==> config.mk <==
export PLATFORM = sky130hd
export DESIGN_NAME = i2c_reg_slave
export DESIGN_NICKNAME = d
export VERILOG_FILES = /design/src/rtl/i2c_reg_slave.sv
export SDC_FILE = /design/constraint.sdc
export NUM_CORES = 1
export LEC_CHECK = 0
export CORE_MARGIN = 2
export CORE_UTILIZATION = 30
export DETAILED_ROUTE_END_ITERATION = 7
export DONT_BUFFER_PORTS = 1
export GPL_TIMING_DRIVEN = 0
export PLACE_DENSITY = 0.46
export SLEW_MARGIN = 40
export SYNTH_ARGS = -nofsm -noshare
export SYNTH_HDL_FRONTEND = slang
export SYNTH_SLANG_ARGS = --single-unit
==> constraint.sdc <==
create_clock -name clk -period 3.2 [get_ports clk]
set_clock_uncertainty 0.2 [all_clocks]
set_input_delay 0.16 -clock clk [delete_from_list [all_inputs] [get_ports clk]]
set_output_delay 0.16 -clock clk [all_outputs]
set_load 0.02 [all_outputs]
==> src/rtl/i2c_reg_slave.sv <==
// I2C register-file slave, oversampled on clk: 2-FF sync plus glitch filter on SCL/SDA,
// pointer byte followed by auto-incrementing data reads and writes, open-drain SDA via sda_oe.
module i2c_reg_slave #(
  parameter logic [6:0] DEV_ADDR   = 7'h2A,
  parameter int         NUM_REGS   = 4,
  parameter int         FILTER_LEN = 3,
  localparam int        PW         = (NUM_REGS > 1) ? $clog2(NUM_REGS) : 1
) (
  input  logic                  clk,
  input  logic                  rst,
  input  logic                  scl_in,
  input  logic                  sda_in,
  output logic                  sda_oe,
  output logic [8*NUM_REGS-1:0] regs,
  output logic                  wr_strobe,
  output logic [PW-1:0]         wr_index,
  output logic                  busy
);

  typedef enum logic [3:0] {
    S_IDLE, S_ADDR, S_ADDR_ACK, S_PTR, S_PTR_ACK,
    S_WDATA, S_WDATA_ACK, S_RDATA, S_RDATA_ACK
  } state_t;

  // Bit 0 carries SCL, bit 1 carries SDA through the conditioning pipeline.
  logic [1:0] sync1_q, sync2_q, filt_q, filt_dly_q;
  logic [3:0] fcnt_q [2];

  always_ff @(posedge clk or posedge rst) begin
    if (rst) begin
      sync1_q    <= 2'b11;
      sync2_q    <= 2'b11;
      filt_q     <= 2'b11;
      filt_dly_q <= 2'b11;
      fcnt_q[0]  <= '0;
      fcnt_q[1]  <= '0;
    end else begin
      sync1_q    <= {sda_in, scl_in};
      sync2_q    <= sync1_q;
      filt_dly_q <= filt_q;
      for (int i = 0; i < 2; i++) begin
        if (sync2_q[i] == filt_q[i]) begin
          fcnt_q[i] <= '0;
        end else if (fcnt_q[i] == 4'(FILTER_LEN - 1)) begin
          fcnt_q[i] <= '0;
          filt_q[i] <= sync2_q[i];
        end else begin
          fcnt_q[i] <= fcnt_q[i] + 4'd1;
        end
      end
    end
  end

  logic scl_hi, scl_rise, scl_fall, start_ev, stop_ev, sda_s;

  assign sda_s    = filt_q[1];
  assign scl_hi   = filt_q[0] & filt_dly_q[0];
  assign scl_rise = filt_q[0] & ~filt_dly_q[0];
  assign scl_fall = ~filt_q[0] & filt_dly_q[0];
  assign start_ev = scl_hi & filt_dly_q[1] & ~filt_q[1];
  assign stop_ev  = scl_hi & ~filt_dly_q[1] & filt_q[1];

  state_t        state_q, state_d;
  logic [3:0]    bcnt_q, bcnt_d;
  logic [7:0]    shift_q, shift_d;
  logic [PW-1:0] ptr_q, ptr_d;
  logic          rw_q, rw_d;
  logic          oe_q, oe_d;
  logic          busy_q, busy_d;
  logic          wstb_q, wstb_d;
  logic [PW-1:0] widx_q, widx_d;
  logic [7:0]    regs_q [NUM_REGS];
  logic [7:0]    regs_d [NUM_REGS];

  logic [7:0]    byte_in;
  logic [7:0]    cur_reg;
  logic [PW-1:0] ptr_nxt;
  logic          byte_ok;

  assign byte_in = {shift_q[6:0], sda_s};
  assign cur_reg = regs_q[ptr_q];
  assign ptr_nxt = (ptr_q == PW'(NUM_REGS - 1)) ? '0 : ptr_q + PW'(1);
  assign byte_ok = {1'b0, byte_in} < 9'(NUM_REGS);

  always_comb begin
    state_d = state_q;
    bcnt_d  = bcnt_q;
    shift_d = shift_q;
    ptr_d   = ptr_q;
    rw_d    = rw_q;
    oe_d    = oe_q;
    busy_d  = busy_q;
    wstb_d  = 1'b0;
    widx_d  = widx_q;
    regs_d  = regs_q;

    if (start_ev) begin
      state_d = S_ADDR;
      bcnt_d  = '0;
      oe_d    = 1'b0;
    end else if (stop_ev) begin
      state_d = S_IDLE;
      oe_d    = 1'b0;
    end else begin
      case (state_q)
        S_ADDR, S_PTR, S_WDATA: begin
          if (scl_rise) begin
            shift_d = byte_in;
            bcnt_d  = bcnt_q + 4'd1;
            if (bcnt_q == 4'd7) begin
              if (state_q == S_ADDR) begin
                if (byte_in[7:1] == DEV_ADDR) begin
                  rw_d    = byte_in[0];
                  busy_d  = 1'b1;
                  state_d = S_ADDR_ACK;
                end else begin
                  state_d = S_IDLE;
                end
              end else if (state_q == S_PTR) begin
                if (byte_ok) begin
                  ptr_d   = byte_in[PW-1:0];
                  state_d = S_PTR_ACK;
                end else begin
                  state_d = S_IDLE;
                end
              end else begin
                regs_d[ptr_q] = byte_in;
                wstb_d        = 1'b1;
                widx_d        = ptr_q;
                ptr_d         = ptr_nxt;
                state_d       = S_WDATA_ACK;
              end
            end
          end
        end
        // bcnt 8: first fall drives ACK; bcnt 9: second fall releases and moves on.
        S_ADDR_ACK, S_PTR_ACK, S_WDATA_ACK: begin
          if (scl_fall) begin
            if (bcnt_q == 4'd8) begin
              oe_d   = 1'b1;
              bcnt_d = 4'd9;
            end else begin
              oe_d    = 1'b0;
              bcnt_d  = '0;
              state_d = S_WDATA;
              if (state_q == S_ADDR_ACK) begin
                if (rw_q) begin
                  shift_d = cur_reg;
                  oe_d    = ~cur_reg[7];
                  state_d = S_RDATA;
                end else begin
                  state_d = S_PTR;
                end
              end
            end
          end
        end
        S_RDATA: begin
          if (scl_rise) begin
            bcnt_d = bcnt_q + 4'd1;
            if (bcnt_q == 4'd7) begin
              ptr_d   = ptr_nxt;
              state_d = S_RDATA_ACK;
            end
          end else if (scl_fall) begin
            oe_d    = ~shift_q[6];
            shift_d = {shift_q[6:0], 1'b0};
          end
        end
        S_RDATA_ACK: begin
          if (scl_fall && bcnt_q == 4'd8) begin
            oe_d   = 1'b0;
            bcnt_d = 4'd9;
          end else if (scl_rise && bcnt_q == 4'd9) begin
            if (!sda_s) begin
              shift_d = cur_reg;
              bcnt_d  = 4'd10;
            end else begin
              state_d = S_IDLE;
            end
          end else if (scl_fall && bcnt_q == 4'd10) begin
            oe_d    = ~shift_q[7];
            bcnt_d  = '0;
            state_d = S_RDATA;
          end
        end
        default: ;
      endcase
    end

    if (state_d == S_IDLE) busy_d = 1'b0;
  end

  always_ff @(posedge clk or posedge rst) begin
    if (rst) begin
      state_q <= S_IDLE;
      bcnt_q  <= '0;
      shift_q <= '0;
      ptr_q   <= '0;
      rw_q    <= 1'b0;
      oe_q    <= 1'b0;
      busy_q  <= 1'b0;
      wstb_q  <= 1'b0;
      widx_q  <= '0;
      for (int k = 0; k < NUM_REGS; k++) regs_q[k] <= '0;
    end else begin
      state_q <= state_d;
      bcnt_q  <= bcnt_d;
      shift_q <= shift_d;
      ptr_q   <= ptr_d;
      rw_q    <= rw_d;
      oe_q    <= oe_d;
      busy_q  <= busy_d;
      wstb_q  <= wstb_d;
      widx_q  <= widx_d;
      regs_q  <= regs_d;
    end
  end

  for (genvar k = 0; k < NUM_REGS; k++) begin : g_regs
    assign regs[8*k +: 8] = regs_q[k];
  end

  assign sda_oe    = oe_q;
  assign busy      = busy_q;
  assign wr_strobe = wstb_q;
  assign wr_index  = widx_q;

endmodule

---- Word level (Yosys, flattened, before mapping) ----
Cells that the tools add are included.
word-level totals
  flip-flop bits (word level) ............. 72
  input bits .............................. 4
  output and inout port bits .............. 37
  word-level logic and storage cells ...... 205
cells by class
  $add $sub $neg .......................... 4
  magnitude comparators ................... 3
  equal/unequal tests ..................... 45
  muxes and demuxes ....................... 86
  bitwise operators ....................... 21
  reductions and logical operators ........ 26
operators by type and width
  operator                                        number
  2-to-1 mux 4 bit                                27
  2-to-1 mux 8 bit                                13
  bitwise mux 32 bit                              1
  one-hot mux 8 bit (4 select lines)              1
  inequality test 2 bit (second input constant)   15
  2-to-1 mux 1 bit                                26
  AND reduction 7 bit                             3
  == test 4 x 3 -> 1 bit (second input constant)  5
  inequality test 5 bit (second input constant)   4
  2-to-1 mux 2 bit                                9
  binary-select mux 8 bit (select 2 bit)          1
  demux 8 bit (select 2 bit)                      1
  == test 4 x 2 -> 1 bit (second input constant)  4
  == test 4 bit (second input constant)           4
  one-hot mux 4 bit (4 select lines)              1
  NOT 1 bit                                       13
  AND reduction 13 bit                            1
  adder 4 x 1 -> 4 bit (second input constant)    3
  inequality test 4 bit (second input constant)   3
  one-hot mux 4 bit (3 select lines)              1
  AND reduction 6 bit                             2
  nonzero test 2 bit                              6
  2-to-1 mux 3 bit                                3
  AND reduction 9 bit                             1
  other kinds (22)                                37

---- Longest topological paths before layout ----
  word-level depth ........................ 12
  depth in mapped cells ................... 7
  depth with buffers taken out ............ 7

---- Least setup slack after synthesis ----
No wires, ideal clock.
  path kind ............................... register to register
  start ................................... register bcnt_q[0]
  end ..................................... register bcnt_q[3]
  setup time .............................. 125 ps
  arrival ................................. 2,050 ps
  data required time ...................... 2,875 ps
  path slack .............................. 825 ps
  stages on the path, launching flop included .. 8
  path buffers ............................ 0
  clock period less this slack ............ 2,375 ps
  cells stage by stage .................... dfrtp_1 inv_1 ha_1 nand3b_1 o21ai_0 o221ai_1 a21oi_1 mux2_2
between the ends
  longest elaborated chain between the ends .. 7
  elaborated cells between the ends (all ways) .. 18
  classes of those cells .................. 1 x add/sub; 5 x eq/ne; 8 x mux; 4 x reduce/logical
RTL lines
  item                                                          RTL line  RTL
  start, declared                                               64        logic [3:0] bcnt_q, bcnt_d;
  start signal, assigned                                        208       bcnt_q <= bcnt_d;
  branches (longest 7 deep; another with adder 4 x 1 -> 4 bit)  --
Several ways; the timed one is not identified. The select of a mux whose other input is x is not followed.
A chain may end at the register's enable or synchronous reset.

---- Final worst setup path ----
Same ends and word-level chain as after synthesis.

==> impl_metrics.py <==
metrics = {
    "power_and_ir_drop": {
        "p_leak_nw": 1.95,
        "combinationalPowerShare_pct": 35.7,
        "peakVddDrop_v": 0.000269,
        "p_int_mw": 2.15,
        "power.switching_mw": 1.32,
        "clockPowerShare_pct": 29.1,
        "swShare_pct": 38.1,
        "power_frac_seq_pct": 35.2,
        "power_density_mw_per_mm2": 776,
    },
    "floorplan": {
        "start_util_pct": 30.9,
        "core_mm2": 0.0127,
        "design.die.area_mm2": 0.0140,
        "die_w_um": 118,
        "rows": 41,
        "io_pins": 41,
        "die_h_um": 118,
    },
    "timing": {
        "period_needed_ps": 2930,
        "setup_violations": 0,
        "slew_headroom_pct": 50.6,
        "drv_slew": 0,
        "final_hold_viol_count": 0,
        "fin_crit_sh_pct": 91.4,
        "finalSetupTns_ps": 0,
        "fmax_mhz": 342,
        "grt_setup_unrepaired": "false",
        "worst_pin_slew_ps": 741,
    },
    "synthesis": {
        "synth_nets": 352,
        "synth_ff_type": "dfrtp_1",
        "synth_cell_types": 62,
        "ys_warn_count": 0,
        "synth_area_mm2": 0.00391,
        "avgSynthCellArea_um2": 11.6,
        "synth_edf_count": 0,
        "synth-seq-area-share_pct": 46.3,
        "synth-async-reset-ratio_pct": 100,
        "synth-seq-cells": 72,
        "syn_inst": 338,
    },
    "global_route": {
        "antenna_found_initial": 0,
        "grt_pass1_vias": 2797,
        "track_usage_pct": 14.7,
        "gr-total-overflow": 0,
        "grt_pass1_wl_um": 16000,
        "grt_max_degree": 50,
    },
    "worst_setup_path": {
        "cp-end-kind": "flip-flop",
        "cpMaxStageDelayCell": "dfrtp_1",
        "critPathKind": "flip-flop to flip-flop",
        "crit_family": "compound AO/OA/AOI/OAI gates",
        "critPathMaxFanout": 9,
        "cp.arrival_ps": 2940,
        "start_kind": "flip-flop",
        "critical-path-max-stage-delay_ps": 420,
        "path_cells": "inv_1 -> ha_1 -> nand3b_1 -> o21ai_1 -> o221ai_1 -> a21oi_1 -> mux2_2",
        "critPathRequiredTime_ps": 3220,
        "crit_buf_inv": 1,
    },
    "clock_tree": {
        "tritoncts": "done",
        "cts_buffer_depth": 2,
        "cts_buffers": 9,
        "cts_max_level": 3,
        "clk_latency_ps": 340,
        "cts_sinks": 72,
        "post-cts-setup-buffers": 0,
        "cts_root_buf": "clkbuf_16",
        "path_clk_slew_ps": 60,
    },
    "drt": {
        "routed_via_density": 5.27,
        "wire_per_inst_um": 18.6,
        "firstDrtPassIters": 5,
        "totalWireLength_um": 9840,
        "vias": 2795,
        "antenna_left": 0,
        "drtIter0Drc": 153,
        "remaining_drc_errors": 0,
    },
    "layout": {
        "nNetsFinal": 367,
        "final_util_pct": 35.4,
        "antenna_cells": 0,
        "final_cell_mix": "64 x dfrtp_1, 52 x mux2_2, 18 x nor2_1, 13 x inv_1, 13 x a21oi_1",
        "syn_to_final_growth_pct": 14.7,
        "drive_above_1_share_pct": 29.1,
        "final_common_cell": "dfrtp_1",
        "fillCellCount": 1274,
    },
    "hold_path": {
        "min_path_type": "input pin to asynchronous set/reset pin",
    },
    "placed_design": {
        "hpwlAfterDp_um": 6780,
        "routabilityCongestion": 0.808,
        "io_buffers": 0,
    },
    "job": {
        "drv.max_cap_violation_count": 0,
    },
    "status": {
        "status": "completed",
    },
}
-- per-stage QoR --
step	total power [mW]	hold WS, ps	cells	setup WS, ps	area, um2
2_1_floorplan	2.13	-35.5	338	825	3910
3_3_place_gp	2.47	-35.5	510	83.9	4130
3_5_place_dp	2.46	-208	511	215	4160
4_1_cts	3.51	67.2	530	190	4490
5_1_grt	3.71	71.5	530	30.1	4490
6_report	3.48	69.3	530	275	4490
-- layer usage --
| layer | GRT usage (%) | part of all wire (%) | up-vias |
|---|---|---|---|
| li1 | - | - | 1293 |
| met1 | 19.6 | 45 | 1402 |
| met2 | 22.7 | 47 | 89 |
| met3 | 4.05 | 5.8 | 11 |
| met4 | 5.42 | 1.6 | 0 |
| met5 | 0 | 0 | - |
-- area by class of cell --
cell class / count / area [um2] / area share, %
multi-input cells: 237 / 1980 / 44.2
flip-flops and latches: 72 / 1810 / 40.4
clock buffers: 10 / 229 / 5.10
well taps: 172 / 215 / 4.80
clock inverters: 6 / 67.6 / 1.51
plain buffers: 15 / 66.3 / 1.48
repair buffers: 4 / 57.6 / 1.28
inverters: 14 / 57.6 / 1.28
-- flip-flops by register name (all words and copies together) (netlist names), 4 cells and up --
name     cells
bcnt_q       4
fcnt_q       8
regs        32
shift_q      8
state_q      4
-- cells in the mapped netlist, drive strengths merged, types with 6 or more instances --
library cell	n	share of area (%)
dfrtp	64	41
mux2	52	15
nor2	19	1.9
nand2	16	1.8
a21oi	14	1.9
inv	14	1.3
ha	10	3.2
nand3	10	1.3
clkbuf	8	0.77
dfstp	8	5.4
mux4	8	4.6
o21ai	8	1.0
buf	7	0.93
a31oi	6	0.96
nand2b	6	0.96
nand4	6	0.96
-- final timing paths --
check / start / end / slack (ps) / cells after the start
max in group asynchronous: rst / ptr_q[1]$_DFFE_PP0P_ / 2210 / 3
min in group clk: sync1_q[0]$_DFF_PP1_ / sync2_q[0]$_DFF_PP1_ / 150 / 0
worst max register to register: bcnt_q[0]$_DFFE_PP0P_ / bcnt_q[3]$_DFFE_PP0P_ / 270 / 7
worst min-delay path: rst / sda_oe$_DFFE_PP0P_ / 70 / 2
worst min register to register: sync1_q[0]$_DFF_PP1_ / sync2_q[0]$_DFF_PP1_ / 150 / 0
worst max-delay path: bcnt_q[0]$_DFFE_PP0P_ / bcnt_q[3]$_DFFE_PP0P_ / 270 / 7
-- cell families after synthesis --
| family | share of synthesized area, % |
|---|---|
| and+or+nand+nor | 13.4 |
| DFF | 46.3 |
| AOI/OAI and AO/OA | 11.6 |
| muxes | 20.3 |
| buffers and inverters | 3.04 |
| adders and majority gates | 3.20 |
| xor gates and xnor gates | 2.02 |
-- power groups by stage --
stage	combinational (mW)	sequential [mW]	clock (mW)
after CTS	1.23	1.23	1.04
after floorplan	0.949	1.18	0
final	1.24	1.23	1.01
after detailed placement	1.22	1.24	0
after global routing	1.38	1.25	1.08
after global placement	1.23	1.24	0
-- worst reg2reg max path, cell delays in order, from the launching register on --
cell      delay, ps
dfrtp_1         420
inv_1           140
ha_1            290
nand3b_1        360
o21ai_1         410
o221ai_1        260
a21oi_1         360
mux2_2          370
-- repair_timing --
item	4_1_cts	5_1_grt
gates resized for setup	0	1
endpoints found under the hold margin	74	0
setup endpoints to repair	0	1
hold buffers	3	0
Note: power is estimated with default switching activity, not from simulation.
